**src/rtl/m_ext_pkg.sv**
```systemverilog
// ---------------------------------------------------------------------------
// m_ext_pkg
// Shared definitions for the RV32M multiply/divide sequencer:
//   - md_state_t : sequencer FSM states
//   - F3_*       : RV32M funct3 encodings
//   - md_cnt_width() / MD_CNT_W : width of the divider iteration counter
// ---------------------------------------------------------------------------
package m_ext_pkg;

  localparam int MD_D_WIDTH = 32;

  typedef enum logic [2:0] {
    IDLE = 3'd0,
    MUL  = 3'd1,
    DIV  = 3'd2,
    FIX  = 3'd3,
    DONE = 3'd4
  } md_state_t;

  localparam logic [2:0] F3_MUL    = 3'b000;
  localparam logic [2:0] F3_MULH   = 3'b001;
  localparam logic [2:0] F3_MULHSU = 3'b010;
  localparam logic [2:0] F3_MULHU  = 3'b011;
  localparam logic [2:0] F3_DIV    = 3'b100;
  localparam logic [2:0] F3_DIVU   = 3'b101;
  localparam logic [2:0] F3_REM    = 3'b110;
  localparam logic [2:0] F3_REMU   = 3'b111;

  // One extra bit so the counter can represent the iteration count itself.
  function automatic int md_cnt_width(input int w);
    return $clog2(w) + 1;
  endfunction

  localparam int MD_CNT_W = md_cnt_width(MD_D_WIDTH);

endpackage

```
**src/rtl/div_step.sv**
```systemverilog
// ---------------------------------------------------------------------------
// div_step
// One combinational iteration of an unsigned restoring divider.
//   rem_i, quo_i : current partial remainder / shifting dividend-quotient
//   divisor_i    : unsigned divisor
//   rem_o, quo_o : values after one shift-compare-subtract step
// ---------------------------------------------------------------------------
module div_step #(
  parameter int W = 32
) (
  input  logic [W-1:0] rem_i,
  input  logic [W-1:0] quo_i,
  input  logic [W-1:0] divisor_i,
  output logic [W-1:0] rem_o,
  output logic [W-1:0] quo_o
);

  // The shifted remainder needs W+1 bits: with a divisor above 2^(W-1) it can
  // exceed the W-bit range before the subtraction brings it back.
  logic [W:0] rem_sh;

  always_comb begin
    rem_sh = {rem_i, quo_i[W-1]};
    if (rem_sh >= {1'b0, divisor_i}) begin
      // Difference is below the divisor, so its low W bits are exact.
      rem_o = rem_sh[W-1:0] - divisor_i;
      quo_o = {quo_i[W-2:0], 1'b1};
    end else begin
      rem_o = rem_sh[W-1:0];
      quo_o = {quo_i[W-2:0], 1'b0};
    end
  end

endmodule

```
**src/rtl/muldiv_ctrl.sv**
```systemverilog
// ---------------------------------------------------------------------------
// muldiv_ctrl
// RV32M execute-stage sequencer. Multiplies go through an external
// combinational multiplier; divides/remainders run on an internal
// D_WIDTH-step restoring divider.
// Ports:
//   clk, rst            clock, asynchronous active-high reset
//   start, flush        launch operation / abort (flush wins over start)
//   funct3, rs1, rs2    RV32M operation and operands
//   mul_a, mul_b, mul_op  registered multiplier operands and control
//   mul_res             multiplier combinational result
//   busy                operation in flight (MUL, DIV, FIX)
//   done, result        one-cycle completion pulse, registered result
// ---------------------------------------------------------------------------
module muldiv_ctrl
  import m_ext_pkg::*;
#(
  parameter int D_WIDTH = MD_D_WIDTH
) (
  input  logic               clk,
  input  logic               rst,
  input  logic               start,
  input  logic               flush,
  input  logic [2:0]         funct3,
  input  logic [D_WIDTH-1:0] rs1,
  input  logic [D_WIDTH-1:0] rs2,
  output logic [D_WIDTH-1:0] mul_a,
  output logic [D_WIDTH-1:0] mul_b,
  output logic [1:0]         mul_op,
  input  logic [D_WIDTH-1:0] mul_res,
  output logic               busy,
  output logic               done,
  output logic [D_WIDTH-1:0] result
);

  localparam int CNT_W = md_cnt_width(D_WIDTH);
  localparam logic [CNT_W-1:0]   LAST_STEP = CNT_W'(D_WIDTH - 1);
  localparam logic [D_WIDTH-1:0] MIN_NEG   = {1'b1, {(D_WIDTH-1){1'b0}}};

  md_state_t          state_q,    state_d;
  logic [D_WIDTH-1:0] mul_a_q,    mul_a_d;
  logic [D_WIDTH-1:0] mul_b_q,    mul_b_d;
  logic [1:0]         mul_op_q,   mul_op_d;
  logic [D_WIDTH-1:0] result_q,   result_d;
  logic [D_WIDTH-1:0] rem_q,      rem_d;
  logic [D_WIDTH-1:0] quo_q,      quo_d;
  logic [D_WIDTH-1:0] dvsr_q,     dvsr_d;
  logic [CNT_W-1:0]   cnt_q,      cnt_d;
  logic               neg_quo_q,  neg_quo_d;
  logic               neg_rem_q,  neg_rem_d;
  logic               is_rem_q,   is_rem_d;

  logic [D_WIDTH-1:0] step_rem, step_quo;

  div_step #(.W(D_WIDTH)) u_div_step (
    .rem_i     (rem_q),
    .quo_i     (quo_q),
    .divisor_i (dvsr_q),
    .rem_o     (step_rem),
    .quo_o     (step_quo)
  );

  // Operand decode for a newly launched divide.
  logic               op_signed, div_zero, div_ovf;
  logic [D_WIDTH-1:0] special_res, a_abs, b_abs;

  always_comb begin
    op_signed = ~funct3[0];
    div_zero  = (rs2 == '0);
    div_ovf   = op_signed && (rs1 == MIN_NEG) && (rs2 == '1);
    if (div_zero) special_res = funct3[1] ? rs1 : '1;
    else          special_res = funct3[1] ? '0  : rs1;
    a_abs = (op_signed && rs1[D_WIDTH-1]) ? -rs1 : rs1;
    b_abs = (op_signed && rs2[D_WIDTH-1]) ? -rs2 : rs2;
  end

  // NOTE: every _d starts as its _q (hold) before any branch, so no path
  // through this block leaves a signal unassigned and no latch is inferred.
  always_comb begin
    state_d   = state_q;
    mul_a_d   = mul_a_q;
    mul_b_d   = mul_b_q;
    mul_op_d  = mul_op_q;
    result_d  = result_q;
    rem_d     = rem_q;
    quo_d     = quo_q;
    dvsr_d    = dvsr_q;
    cnt_d     = cnt_q;
    neg_quo_d = neg_quo_q;
    neg_rem_d = neg_rem_q;
    is_rem_d  = is_rem_q;

    if (flush) begin
      state_d = IDLE;
    end else begin
      case (state_q)
        IDLE, DONE: begin
          if (!start) begin
            state_d = IDLE;
          end else if (!funct3[2]) begin
            mul_a_d  = rs1;
            mul_b_d  = rs2;
            mul_op_d = funct3[1:0];
            state_d  = MUL;
          end else if (div_zero || div_ovf) begin
            result_d = special_res;
            state_d  = DONE;
          end else begin
            rem_d     = '0;
            quo_d     = a_abs;
            dvsr_d    = b_abs;
            cnt_d     = '0;
            neg_quo_d = op_signed & (rs1[D_WIDTH-1] ^ rs2[D_WIDTH-1]);
            neg_rem_d = op_signed & rs1[D_WIDTH-1];
            is_rem_d  = funct3[1];
            state_d   = DIV;
          end
        end
        MUL: begin
          result_d = mul_res;
          state_d  = DONE;
        end
        DIV: begin
          rem_d = step_rem;
          quo_d = step_quo;
          cnt_d = cnt_q + 1'b1;
          if (cnt_q == LAST_STEP) state_d = FIX;
        end
        FIX: begin
          if (is_rem_q) result_d = neg_rem_q ? -rem_q : rem_q;
          else          result_d = neg_quo_q ? -quo_q : quo_q;
          state_d = DONE;
        end
        default: state_d = IDLE;
      endcase
    end
  end

  // NOTE: sequential state uses non-blocking assignments only, so every flop
  // samples the pre-edge value of every other flop.
  always_ff @(posedge clk or posedge rst) begin
    if (rst) begin
      state_q   <= IDLE;
      mul_a_q   <= '0;
      mul_b_q   <= '0;
      mul_op_q  <= '0;
      result_q  <= '0;
      rem_q     <= '0;
      quo_q     <= '0;
      dvsr_q    <= '0;
      cnt_q     <= '0;
      neg_quo_q <= 1'b0;
      neg_rem_q <= 1'b0;
      is_rem_q  <= 1'b0;
    end else begin
      state_q   <= state_d;
      mul_a_q   <= mul_a_d;
      mul_b_q   <= mul_b_d;
      mul_op_q  <= mul_op_d;
      result_q  <= result_d;
      rem_q     <= rem_d;
      quo_q     <= quo_d;
      dvsr_q    <= dvsr_d;
      cnt_q     <= cnt_d;
      neg_quo_q <= neg_quo_d;
      neg_rem_q <= neg_rem_d;
      is_rem_q  <= is_rem_d;
    end
  end

  assign mul_a  = mul_a_q;
  assign mul_b  = mul_b_q;
  assign mul_op = mul_op_q;
  assign result = result_q;
  assign busy   = (state_q == MUL) || (state_q == DIV) || (state_q == FIX);
  assign done   = (state_q == DONE);

endmodule

```
**config.mk**
```make
export PLATFORM = sky130hd
export DESIGN_NAME = muldiv_ctrl
export DESIGN_NICKNAME = d
export VERILOG_FILES = /design/src/rtl/m_ext_pkg.sv /design/src/rtl/div_step.sv /design/src/rtl/muldiv_ctrl.sv
export SDC_FILE = /design/constraint.sdc
export NUM_CORES = 1
export LEC_CHECK = 0
export BUFFER_PORTS_ARGS = -buffer_cell sky130_fd_sc_hd__buf_2
export CAP_MARGIN = 20
export CORE_ASPECT_RATIO = 1.1
export CORE_MARGIN = 10
export CORE_UTILIZATION = 55
export CTS_BUF_LIST = sky130_fd_sc_hd__clkbuf_4
export CTS_CLUSTER_SIZE = 24
export DETAILED_ROUTE_END_ITERATION = 7
export GPL_ROUTABILITY_DRIVEN = 0
export GPL_TIMING_DRIVEN = 0
export PLACE_DENSITY = 0.85
export REMOVE_ABC_BUFFERS = 1
export SYNTH_ARGS = -nofsm -noshare
export SYNTH_HDL_FRONTEND = slang
export SYNTH_SLANG_ARGS = --single-unit
```
**constraint.sdc**
```tcl
create_clock -name clk -period 8.1 [get_ports clk]
set_clock_uncertainty 0.2 [all_clocks]
set_input_delay 1.62 -clock clk [delete_from_list [all_inputs] [get_ports clk]]
set_output_delay 1.62 -clock clk [all_outputs]
set_load 0.005 [all_outputs]
```
# Yosys cells after proc, flatten, opt, wreduce, memory -nomap -nowiden
# Index checks and enable logic that the tools add are counted.
[totals] ff_bits=206 in_bits=103 output_inout_bits=100 wordCells=87
[classes] add_sub_neg=6 n_lt_le_gt_ge=1 n_eq_ne=12 muxes=32 n_bitwise=7 reduce_logical=17
[op_table] op="two-way mux 32 bit" n=18
[op_table] op="negator 32 bit" n=4
[op_table] op="case mux 32 bit (2 select lines)" n=2
[op_table] op="case mux 32 bit (3 select lines)" n=1
[op_table] op="equality test 32 bit, second input constant" n=2
[op_table] op="greater-or-equal comparator 33 x 32 -> 1 bit" n=1
[op_table] op="logical NOT 32 bit" n=1
[op_table] op="subtractor 32 bit" n=1
[op_table] op="two-way mux 6 bit" n=3
[op_table] op="two-way mux 3 bit" n=5
[op_table] op="AND reduction 5 bit" n=3
[op_table] op="case mux 6 bit (2 select lines)" n=1
[op_table] op="case mux 3 bit (3 select lines)" n=1
[op_table] op="inequality test 2 bit, second input constant" n=4
[op_table] op="adder 6 x 1 -> 6 bit, second input constant" n=1
[op_table] op="equality test 3 x 2 -> 1 bit, second input constant" n=2
[op_table] op="equality test 6 x 5 -> 1 bit, second input constant" n=1
[op_table] op="logical AND 1 bit" n=4
[op_table] op="NOT 1 bit" n=4
[op_table] op="AND reduction 4 bit" n=1
[op_table] op="OR reduction 2 bit" n=2
[op_table] op="equality test 3 x 1 -> 1 bit, second input constant" n=1
[op_table] op="equality test 3 bit, second input constant" n=1
[op_table] op="logical NOT 3 bit" n=1
[op_table] op="7 further kinds" n=10

# Logic depth before layout (Yosys ltp)
# Gate-level depths: netlist (run 1).
[logic_depth] ltp_word=9 depth_mapped=14 depth_no_buf=13

# Modules after synthesis
# From an unflattened synthesis (run 1), not the netlist that was laid out.
[hier_totals] cells_unflattened=1601 area_unflattened_um2=14795.4
[by_module_without_submodules] mod="muldiv_ctrl" instances=1 cells_per_inst=1252 area_per_inst_um2=12191.7 seq_area_each_um2=5154.9
[by_module_without_submodules] mod="div_step" instances=1 cells_per_inst=349 area_per_inst_um2=2603.7 seq_area_each_um2=0.0

# Worst setup path after synthesis (run 1)
# Ideal clock, no wire load.
[synth_path] path_type="in2reg" start="in rs2[17]" end="reg result_q[15] (netlist: result[15])" setup_ps=73 t_arrival_ps=3721 required_ps=7827 setup_slack_ps=4106 stages=11 n_path_buf=2 path_cell_list="or4_1 > nor3_2 > nand4_2 > or3_1 > buf_6 > nor3_4 > buf_6 > a21oi_1 > o211ai_2 > a21oi_1 > a21oi_2"
[synth_between] elab_chain_cells=6 elab_cells_between_ends=11 classes_between="2 x eq/ne; 5 x mux; 4 x reduce/logical"
[synth_rtl] element="start, declared" line="muldiv_ctrl.sv:26" text="input logic [D_WIDTH-1:0] rs2,"
[synth_rtl] element="logical NOT 32 bit" line="muldiv_ctrl.sv:69" text="div_zero = (rs2 == '0);"
[synth_rtl] element="two-way mux 32 bit" line="muldiv_ctrl.sv:71" text="if (div_zero) special_res = funct3[1] ? rs1 : '1;"
[synth_rtl] element="two-way mux 32 bit" line="muldiv_ctrl.sv:105" text="end else if (div_zero || div_ovf) begin"
[synth_rtl] element="two-way mux 32 bit" line="muldiv_ctrl.sv:100" text="end else if (!funct3[2]) begin"
[synth_rtl] element="two-way mux 32 bit" line="muldiv_ctrl.sv:98" text="if (!start) begin"
[synth_rtl] element="case mux 32 bit (3 select lines)" line="muldiv_ctrl.sv:96" text="case (state_q)"
[synth_rtl] element="end signal, assigned" line="muldiv_ctrl.sv:160" text="result_q <= result_d;"
[synth_rtl] element="end, declared" line="muldiv_ctrl.sv:44" text="logic [D_WIDTH-1:0] result_q, result_d;"
# Several ways; a longest one is shown, not always the timed one. The select of a mux whose other input is x is not followed.
# A chain may end at the register's enable or synchronous reset.

# Worst setup path in the final report (run 1)
[layout_path] start="in rs1[13]" end="reg quo_q[0]"
[layout_between] elab_chain_cells=6
[layout_rtl] element="start, declared" line="muldiv_ctrl.sv:25" text="input logic [D_WIDTH-1:0] rs1,"
[layout_rtl] element="equality test 32 bit" line="muldiv_ctrl.sv:70" text="div_ovf = op_signed && (rs1 == MIN_NEG) && (rs2 == '1);"
[layout_rtl] element="logical AND 1 bit (2 in series)" line="muldiv_ctrl.sv:70"
[layout_rtl] element="logical OR 1 bit" line="muldiv_ctrl.sv:105"
[layout_rtl] element="inequality test 2 bit (no source line)"
[layout_rtl] element="AND reduction 5 bit (no source line)"
[layout_rtl] element="end signal, assigned" line="muldiv_ctrl.sv:162" text="quo_q <= quo_d;"
[layout_rtl] element="end, declared" line="muldiv_ctrl.sv:46" text="logic [D_WIDTH-1:0] quo_q, quo_d;"
# No other way between the ends.

==> impl_results.md, run 1 <==
* Antenna violations before repair at 1
* Chip width at approximately 170 um
* CP Data Arrival Time at between 5 and 6 ns
* Post-synth cell types at a little under 80
* Area leader, netlist: dfrtp_1
* Post-DRT Antenna Nets at 0
* Max Fanout on Critical Path at 24
* Synthesis-stage register bit count at 206
* Hold_buf cts at 0
* CTS tree: yes
* R2R Setup Slk at approximately 4 ns
* DPL Wire Length at around 29 mm
* Synth-to-Final Area Change at 14.2%
* I/O pin total at ~200
* Post-synth EDFFs at 0
* Avg WL per Cell at about 18 um
* PostCTS Resize Cnt at 0
* GR Overflow Total at 0
* GRT Resource Usage Total at between 20 and 25%
* Worst endpoint required time at approximately 8.5 ns
* CTS Root Cell: clkbuf_4
* Slew margin rel. at around 25%
* Clock power frac at 17.3%
* Status: finished, final reports clean
* Worst hold-check path type: reg -> reg
* Setup violations, final at 0
* Mapped Area at around 14,000 sq um
* Sequential fraction of design power at between 30% and 40%
* Peak supply drop at around 0.18 mV
* Min Hold Slack at 0.274 ns
* Most common cell in the netlist: dfrtp_1
* Top cell type's share of synthesized area at between 30% and 40%
* P_int at approximately 2.9 mW
* Ratio of cells with drive above 1 in the final layout at 21.9%
* Core area at around 24,000 sq um
* Max Slew Vio Count at 0
* Max Cap Violations at 0
* DRT Pass-1 Iters at 6
* Die height at around 190 um
* Synthesized area per cell at 8.57 sq um
* Post-synthesis cell count at roughly 1,600
* Psw at approximately 2.3 mW
* Setup crit start kind: primary input
* Fin cells at between 2,000 and 2,500
* Leakage power at roughly 6.9 nW
* RSZ-0062 raised after global routing: no
* CP Class: in -> reg
* # clock sinks at a little over 200
* Yosys warns at 0
* Maximum clock rate at 197 MHz
* Clock transition at path regs at 0.06 ns
* Cell count after placement at around 2,000
* Vias per cell at 6.06
* Std-Cell Rows at 60
* Via Count at between 10,000 and 15,000
* Routed Wire Length at roughly 39 mm
* Largest net degree at the start of global routing at approximately 110
* Number of post-CTS setup repair buffers at 0
* Cts bufs inserted at 55
* Cell area power density at 328 nW/um^2
* Nets at 1,910
* Final Hold Fails at 0
* Clock Latency Late Sink at between 0.7 and 0.8 ns
* Worst setup EP type: flop
* Vias in the first global route at roughly 13,000
* Min Tclk post-route at roughly 5.1 ns
* First-pass GRT wire length at about 64 mm
* First DRT Iteration DRCs at roughly 1,200
* IO Port Bufs at between 200 and 250
* Post-synthesis sequential area ratio at a little under two fifths
* Worst Tran Pin Value at about 1.1 ns
* Clock Tree Buf Depth at 3
* Period utilisation layout at 62.6%
* Area contributors post-synth: dfrtp_1 38%, o21ai_0 6.9%, xnor2_1 5.5%
* Sw Share at ~44%
* Starting Density at a little under three fifths
* Synth async-reset ratio at between 90% and 100%
* DIE AREA at approximately 32,000 sq um
* Residual DRC at 0
* Combinational Power Share at about half
* Post-synth top cells: 206 x dfrtp_1, 187 x nand2_1, 187 x o21ai_0
* H-tree levels at 2
* Most common flop cell mapped by yosys: dfrtp_1
-- per-layer routing --
layer  vias to the layer above  track usage, %  share of wire, %
met5                         -               0                 0
met4                         0            11.4               3.9
met3                       126            5.26               9.5
met2                       633            39.7                47
met1                      5982            29.9                40
li1                       6079               -                 -
-- cell usage in the layout (no fill, tap or decap), drive strengths merged, types with 9 or more instances in the layout --
cell    instances
xnor2          86
a21o            9
dfrtp         206
or3            15
a221oi         11
clkinv         11
a31oi          24
nor2b           9
buf           214
o211ai         18
nand2b         24
nor4           13
nand3          26
mux2i          14
nor2          132
clkbuf         80
o41ai          15
or4            15
nand2         187
a21oi         134
o21ai         188
nor3           21
xor2           58
ha             38
o31ai          29
mux2           60
nand4          24
inv            56
-- state kept, by name, summed over array words and instances, names as in the netlist --
signal     count
cnt_q          6
dvsr_q        32
is_rem_q       1
mul_a         32
mul_b         32
mul_op         2
neg_quo_q      1
neg_rem_q      1
quo_q         32
rem_q         32
result        32
state_q        3
-- worst max-delay path: stages --
cell	delay, ns
buf_2	0.15
nor4_1	0.65
nor3b_1	0.63
nand4_1	0.47
nor2_1	0.35
nor3_2	0.19
nor2_4	0.55
inv_1	0.49
o211ai_1	0.21
o21ai_0	0.10
-- through the flow --
step           power (mW)  util (%)  setup TNS (ns)  area, sq um  setup WS [ns]
6_report             5.12      63.7               0        15600           3.03
5_1_grt              5.53      63.7               0        15600           2.91
3_5_place_dp         4.19      61.0               0        14900           2.52
3_3_place_gp         4.06      59.9         -453.19        14700          -3.66
2_1_floorplan        3.46         -               0        13300         0.0446
4_1_cts              5.10      63.7               0        15600           3.27
-- cell type report --
| type | instances | area (sq um) |
|---|---|---|
| timing repair buffer | 214 | 1220 |
| inverter | 56 | 218 |
| clock buffer | 80 | 601 |
| fill | 1999 | 8880 |
| antenna | 2 | 5.00 |
| multi-input combinational | 1235 | 7950 |
| clock inverter | 12 | 53.8 |
| tap | 310 | 388 |
| sequential | 206 | 5150 |
-- cells by family after synthesis --
group                    count (synthesis)  synth area share, %
AO/OA/AOI/OAI                          484                 21.3
buffers and inverters                  153                 4.49
multiplexers                            74                 5.97
adder cells (fa/ha/maj)                 41                 3.77
AND/OR/NAND/NOR                        492                 17.4
XOR/XNOR                               144                 9.23
flip-flops                             206                 37.7
-- worst paths after layout --
check                             to  depth (start not counted)      start
setup / recovery            quo_q[0]                         10    rs1[13]
max in group asynchronous  rem_q[28]                          4        rst
hold / removal              mul_a[1]                          2   mul_a[1]
min in group asynchronous  mul_b[19]                          2        rst
hold reg to reg             mul_a[1]                          2   mul_a[1]
setup reg to reg           rem_q[21]                         11  quo_q[31]
-- power by group through the flow --
stage / combinational [mW] / sequential [mW] / clock [mW]
floorplan: 1.85 / 1.61 / 0
global placement: 2.39 / 1.67 / 0
detailed placement: 2.50 / 1.69 / 0
CTS: 2.52 / 1.67 / 0.906
global route: 2.84 / 1.73 / 0.959
finish: 2.55 / 1.69 / 0.885
Note: power is estimated with default switching activity, not from simulation.
==> inputs of run 2 (changes only) <==
CORE_UTILIZATION = 54   (was 55)
PLACE_DENSITY = 0.87   (was 0.85)
clock period = 4.15 ns   (was 8.1 ns; I/O delays follow)
==> impl_results.md, run 2 (synthesized netlist as in run 1, its figures left out) <==
* Max Slew Vio Count at 0
* GRT Resource Usage Total at a little under a quarter
* GR Util met1 at ~29%
* CTS Root Cell: clkbuf_4
* Cell count after placement at around 2,000
* Setup violations, final at 0
* First-pass GRT wire length at between 60 and 70 mm
* Clock Latency Late Sink at approximately 0.73 ns
* Worst Tran Pin Value at roughly 1.1 ns
* Hold_buf cts at 0
* Cts bufs inserted at 56
* Setup crit start kind: flop
* Maximum clock rate at around 250 MHz
* Vias per cell at between 6 and 7
* Period utilisation layout at a little over nine tenths
* Fin cells at roughly 2,100
* Largest net degree at the start of global routing at approximately 120
* FILL cells at 2,062
* R2R Setup Slk at ~0.16 ns
* CP Class: reg -> reg
* Worst setup EP type: flop
* Post-DRT Antenna Nets at 0
* Final worst setup slack at roughly 0.16 ns
* Slew margin rel. at 27.9%
* Chip width at about 170 um
* Std-Cell Rows at 61
* Clock Tree Buf Depth at 3
* GR Util met3 at around 5.7%
* First DRT Iteration DRCs at about 1,000
* DIE AREA at 32,100 sq um
* Vias in the first global route at 12,600
* Clock transition at path regs at around 0.070 ns
* Setup TNS at 0 ns
* H-tree levels at 2
* Die height at roughly 190 um
* Commonest non-fill, non-tap cell in the layout: dfrtp_1
* DPL Wire Length at roughly 29 mm
* Routed Wire Length at between 30 and 40 mm
* GR Overflow Total at 0
* Min Tclk post-route at about 4.0 ns
* Register area at between 5000 and 6000 sq um
* Leakage power at ~7 nW
* Antenna violations before repair at 1
* Residual DRC at 0
* CTS tree: yes
* CP startpoint: state_q[1]
* RR Endpoint: quo_q[20]
* Grt met2 use at about two fifths
* # clock sinks at approximately 210
* Dpl ws at -0.653 ns
* Overall power after layout at approximately 10 mW
* Status: finished, final reports clean
* Avg WL per Cell at approximately 18 um
* Cell area power density at about 640 nW/um^2
* Worst endpoint required time at roughly 4.6 ns
* Most used routing layer: met2
* Nets at ~1,900
* Max Cap Violations at 0
* I/O pin total at 203
* Max Fanout on Critical Path at 43
* RSZ-0062 raised after global routing: no
* Worst hold-check path type: in -> async
* Synth-to-Final Area Change at 14.3%
* Core area at 25,100 sq um
* Fin util at 62.2%
* Reg2reg path depth at 7
* Multi-input combinational cell area at 7970 sq um
* DRT Pass-1 Iters at 7
* Starting Density at a little over half
* Via Count at around 13,000
* IO Port Bufs at approximately 200
* Commonest cells after routing, fill and taps aside: 205 x dfrtp_1, 202 x buf_2, 187 x o21ai_0
* Ratio of cells with drive above 1 in the final layout at 22.0%
* Peak supply drop at 0.351 mV
* CP Data Arrival Time at around 4.4 ns
* Crit Reg-Reg Startpoint: state_q[1]
* Final Hold Fails at 0
[run 2: worst max-delay path: stages, from the launching register on]
cell	delay, ns
dfrtp_2	0.71
or3b_2	0.79
nor2_1	0.75
nor2_4	0.22
buf_12	0.25
inv_1	0.46
o21ai_0	0.25
o21ai_0	0.24
[run 2: repair_timing]
action,4_1_cts,5_1_grt
endpoints found under the setup margin,0,15
buffers inserted,0,0
resized for setup,0,4
[run 2: worst max-delay path by stage]
stage / to / slack (ns) / depth (start not counted)
finish: quo_q[20] / 0.16 / 7
global route: quo_q[20] / 0.05 / 7
CTS: quo_q[20] / 0.05 / 11
detailed placement: quo_q[0] / -0.65 / 11
global placement: quo_q[29] / -6.74 / 10
floorplan: quo_q[29] / -3.12 / 9
[run 2: report_power, final]
group	total, mW	switching, mW	internal (mW)
Sequential	3.28	0.702	2.58
Combinational	4.97	2.84	2.13
Clock	1.75	0.856	0.899
[run 2: through the flow]
step                hold WS, ns  cell area (sq um)
global placement          0.260              14700
finish                    0.126              15600
CTS                       0.123              15600
floorplan                 0.254              13300
global route              0.174              15600
detailed placement        0.266              14900
[run 2: layout make-up]
| cell class | count | area share, % |
|---|---|---|
| clock buffers | 76 | 3.65 |
| well taps | 315 | 2.52 |
| flip-flops and latches | 206 | 33.0 |
| clock inverters | 17 | 0.609 |
| multi-input cells | 1236 | 51.0 |
| repair buffers | 215 | 7.76 |
| inverters | 56 | 1.39 |
| diodes | 1 | 0.0160 |
[run 2: routing by layer]
layer / vias up / wire length, um
li1: 6090 / -
met1: 6040 / 15500
met2: 668 / 18200
met3: 130 / 3760
met4: 0 / 1600
met5: - / 0
==> inputs of run 3 (changes only) <==
CORE_ASPECT_RATIO = 1.75   (was 1.1)
CORE_UTILIZATION = 35   (was 54)
PLACE_DENSITY = 0.63   (was 0.87)
SYNTH_HIERARCHICAL = 1   (was not set)
==> impl_results.md, run 3 <==
* Post-synthesis sequential area ratio at about a third
* Avg WL per Cell at approximately 22 um
* H-tree levels at 2
* Most common flop cell mapped by yosys: dfrtp_1
* First DRT Iteration DRCs at between 800 and 900
* Cts bufs inserted at 55
* Std-Cell Rows at 99
* FILL cells at 4,233
* Vias in the first global route at between 10,000 and 15,000
* Max Fanout on Critical Path at 28
* Vias per cell at roughly 5.7
* Cell area power density at roughly 670 nW/um^2
* Synth-to-Final Area Change at 13.8%
* Sequential fraction of design power at a little under a third
* Sw Share at 44.3%
* Psw at roughly 5.0 mW
* DIE AREA at just over 50,000 sq um
* CTS Root Cell: clkbuf_4
* Fin util at roughly 40%
* Ratio of cells with drive above 1 in the final layout at about 28%
* Dpl ws at -0.492 ns
* Status: finished, final reports clean
* Number of post-CTS setup repair buffers at 0
* Clock power frac at 16.4%
* Period utilisation layout at between 90% and 100%
* Worst hold-check path type: in -> reg
* P_int at about 6.3 mW
* DP Area at between 15,000 and 20,000 sq um
* Post-route cell area at 16,800 sq um
* Slew margin rel. at 22.3%
* Mapped Area at between 10,000 and 15,000 sq um
* First-pass GRT wire length at about 80 mm
* GR Overflow Total at 0
* # clock sinks at 206
* Post-synth EDFFs at 0
* Residual DRC at 0
* Max Slew Vio Count at 0
* Yosys warns at 6
* Most common cell in the netlist: dfrtp_1
* CP Data Arrival Time at 4.40 ns
* Largest net degree at the start of global routing at between 100 and 150
* Nets at ~1,900
* Final worst setup slack at around 0.15 ns
* Post-synth top cells: 206 x dfrtp_1, 158 x nand2_1, 139 x mux2_2
* Leakage power at ~7.3 nW
* GRT Resource Usage Total at approximately a fifth
* DRT Pass-1 Iters at 7
* Area contributors post-synth: dfrtp_1 35%, mux2_2 11%, xnor2_1 4.6%
* Max Cap Violations at 0
* Starting Density at a little over a third
* RSZ-0062 raised after global routing: no
* Post-DRT Antenna Nets at 0
* CTS tree: yes
* DPL Wire Length at ~39 mm
* Commonest cells after routing, fill and taps aside: 205 x dfrtp_1, 203 x buf_2, 158 x nand2_1
* CP Class: reg -> reg
* Worst endpoint required time at roughly 4.6 ns
* Chip width at 175 um
* Overall power after layout at ~11 mW
* Antenna violations before repair at 2
* Top cell type's share of synthesized area at 34.8%
* Peak supply drop at roughly 0.44 mV
* Cell count after placement at approximately 2,200
* Clock Latency Late Sink at a little under 0.8 ns
* Final Hold Fails at 0
* Combinational Power Share at roughly 53%
* Setup crit start kind: flop
* Clock Tree Buf Depth at 3
* Setup violations, final at 0
* Post-synthesis cell count at roughly 1,600
* Commonest non-fill, non-tap cell in the layout: dfrtp_1
* Fin cells at approximately 2,400
* Post-synth cell types at 82
* Min Hold Slack at around 0.16 ns
* I/O pin total at 203
* Die height at around 290 um
* Worst Tran Pin Value at between 1 and 1.5 ns
* Min Tclk post-route at ~4 ns
* Area leader, netlist: dfrtp_1
* Maximum clock rate at roughly 250 MHz
* Synth async-reset ratio at 100%
* Routed Wire Length at 51.0 mm
* Setup TNS at 0 ns
* IO Port Bufs at about 200
* Synthesis-stage register bit count at between 200 and 250
* Core area at ~42,000 sq um
* Synthesized area per cell at around 9.2 sq um
* Clock transition at path regs at 0.06 ns
* Via Count at 13,400
* Worst setup EP type: flop
run 3: cell count changes after synthesis, moves of 29 or more:
cell     before  now
buf_4         1   32
nor2_1      130   82
mux2_2       60  139
o21ai_0     187  109
a21oi_1     132   74
nand2_1     187  158
run 3: cell families (layout without fill, tap and decap cells):
logic type      count (synthesis)  count (layout)  synth area share (%)
buf+inv                       190             383                  6.17
flops                         206             206                  34.8
xor+xnor                      141             141                  8.35
simple gates                  453             453                  15.4
fa+ha+maj                      46              46                  3.82
mux                           173             173                  13.5
other cells                     0               1                     0
compound gates                392             392                  17.9
run 3: timing repair:
action	CTS	global route
hold buffers	1	0
gates resized for setup	0	2
hold endpoints to repair	54	0
setup endpoints to repair	0	26
run 3: area by class of cell:
type,instances,area [sq um],share of cell area (%)
tap,555,694,4.12
antenna,1,2.50,0.0149
sequential,206,5160,30.6
timing repair buffer,223,1260,7.51
inverter,61,249,1.48
clock inverter,24,121,0.721
clock buffer,75,563,3.34
multi-input combinational,1205,8790,52.2
run 3: worst max-delay path, cell delays in order (launching register included):
cell and delay (ns):
dfrtp_1 0.46, ha_1 0.51, and4_1 0.28, nand2_2 0.11, a2111o_1 0.49, a31oi_2 0.31
a21oi_2 0.11, o31a_4 0.33, o21a_2 0.34, inv_12 0.22, mux2_4 0.32, nand2_1 0.07
o21ai_0 0.11
run 3: power groups by stage:
| stage | logic [mW] | registers (mW) | clock network, mW |
|---|---|---|---|
| final | 6.01 | 3.41 | 1.85 |
| after global routing | 6.57 | 3.52 | 2.02 |
| after CTS | 5.98 | 3.40 | 1.93 |
| after detailed placement | 5.95 | 3.44 | 0 |
| after global placement | 5.84 | 3.41 | 0 |
| after floorplan | 4.43 | 3.20 | 0 |
run 3: final timing paths:
| kind | cells after the start | endpoint | startpoint | slack [ns] |
|---|---|---|---|---|
| worst max register to register | 12 | rem_q[9] | rem_q[14] | 0.15 |
| worst min-delay path | 3 | result[8] | mul_res[8] | 0.16 |
| worst max-delay path | 12 | rem_q[9] | rem_q[14] | 0.15 |
| min in group asynchronous | 3 | mul_b[31] | rst | 0.50 |
| max in group asynchronous | 4 | mul_a[27] | rst | 2.22 |
| worst min register to register | 2 | mul_a[3] | mul_a[3] | 0.28 |
run 3: per-layer routing:
| metal | global-route usage, % | vias up | wire length (um) |
|---|---|---|---|
| li1 | - | 6179 | - |
| met1 | 20.5 | 6463 | 18400 |
| met2 | 33.5 | 588 | 25600 |
| met3 | 3.63 | 169 | 3460 |
| met4 | 13.8 | 0 | 3470 |
| met5 | 0 | - | 0 |
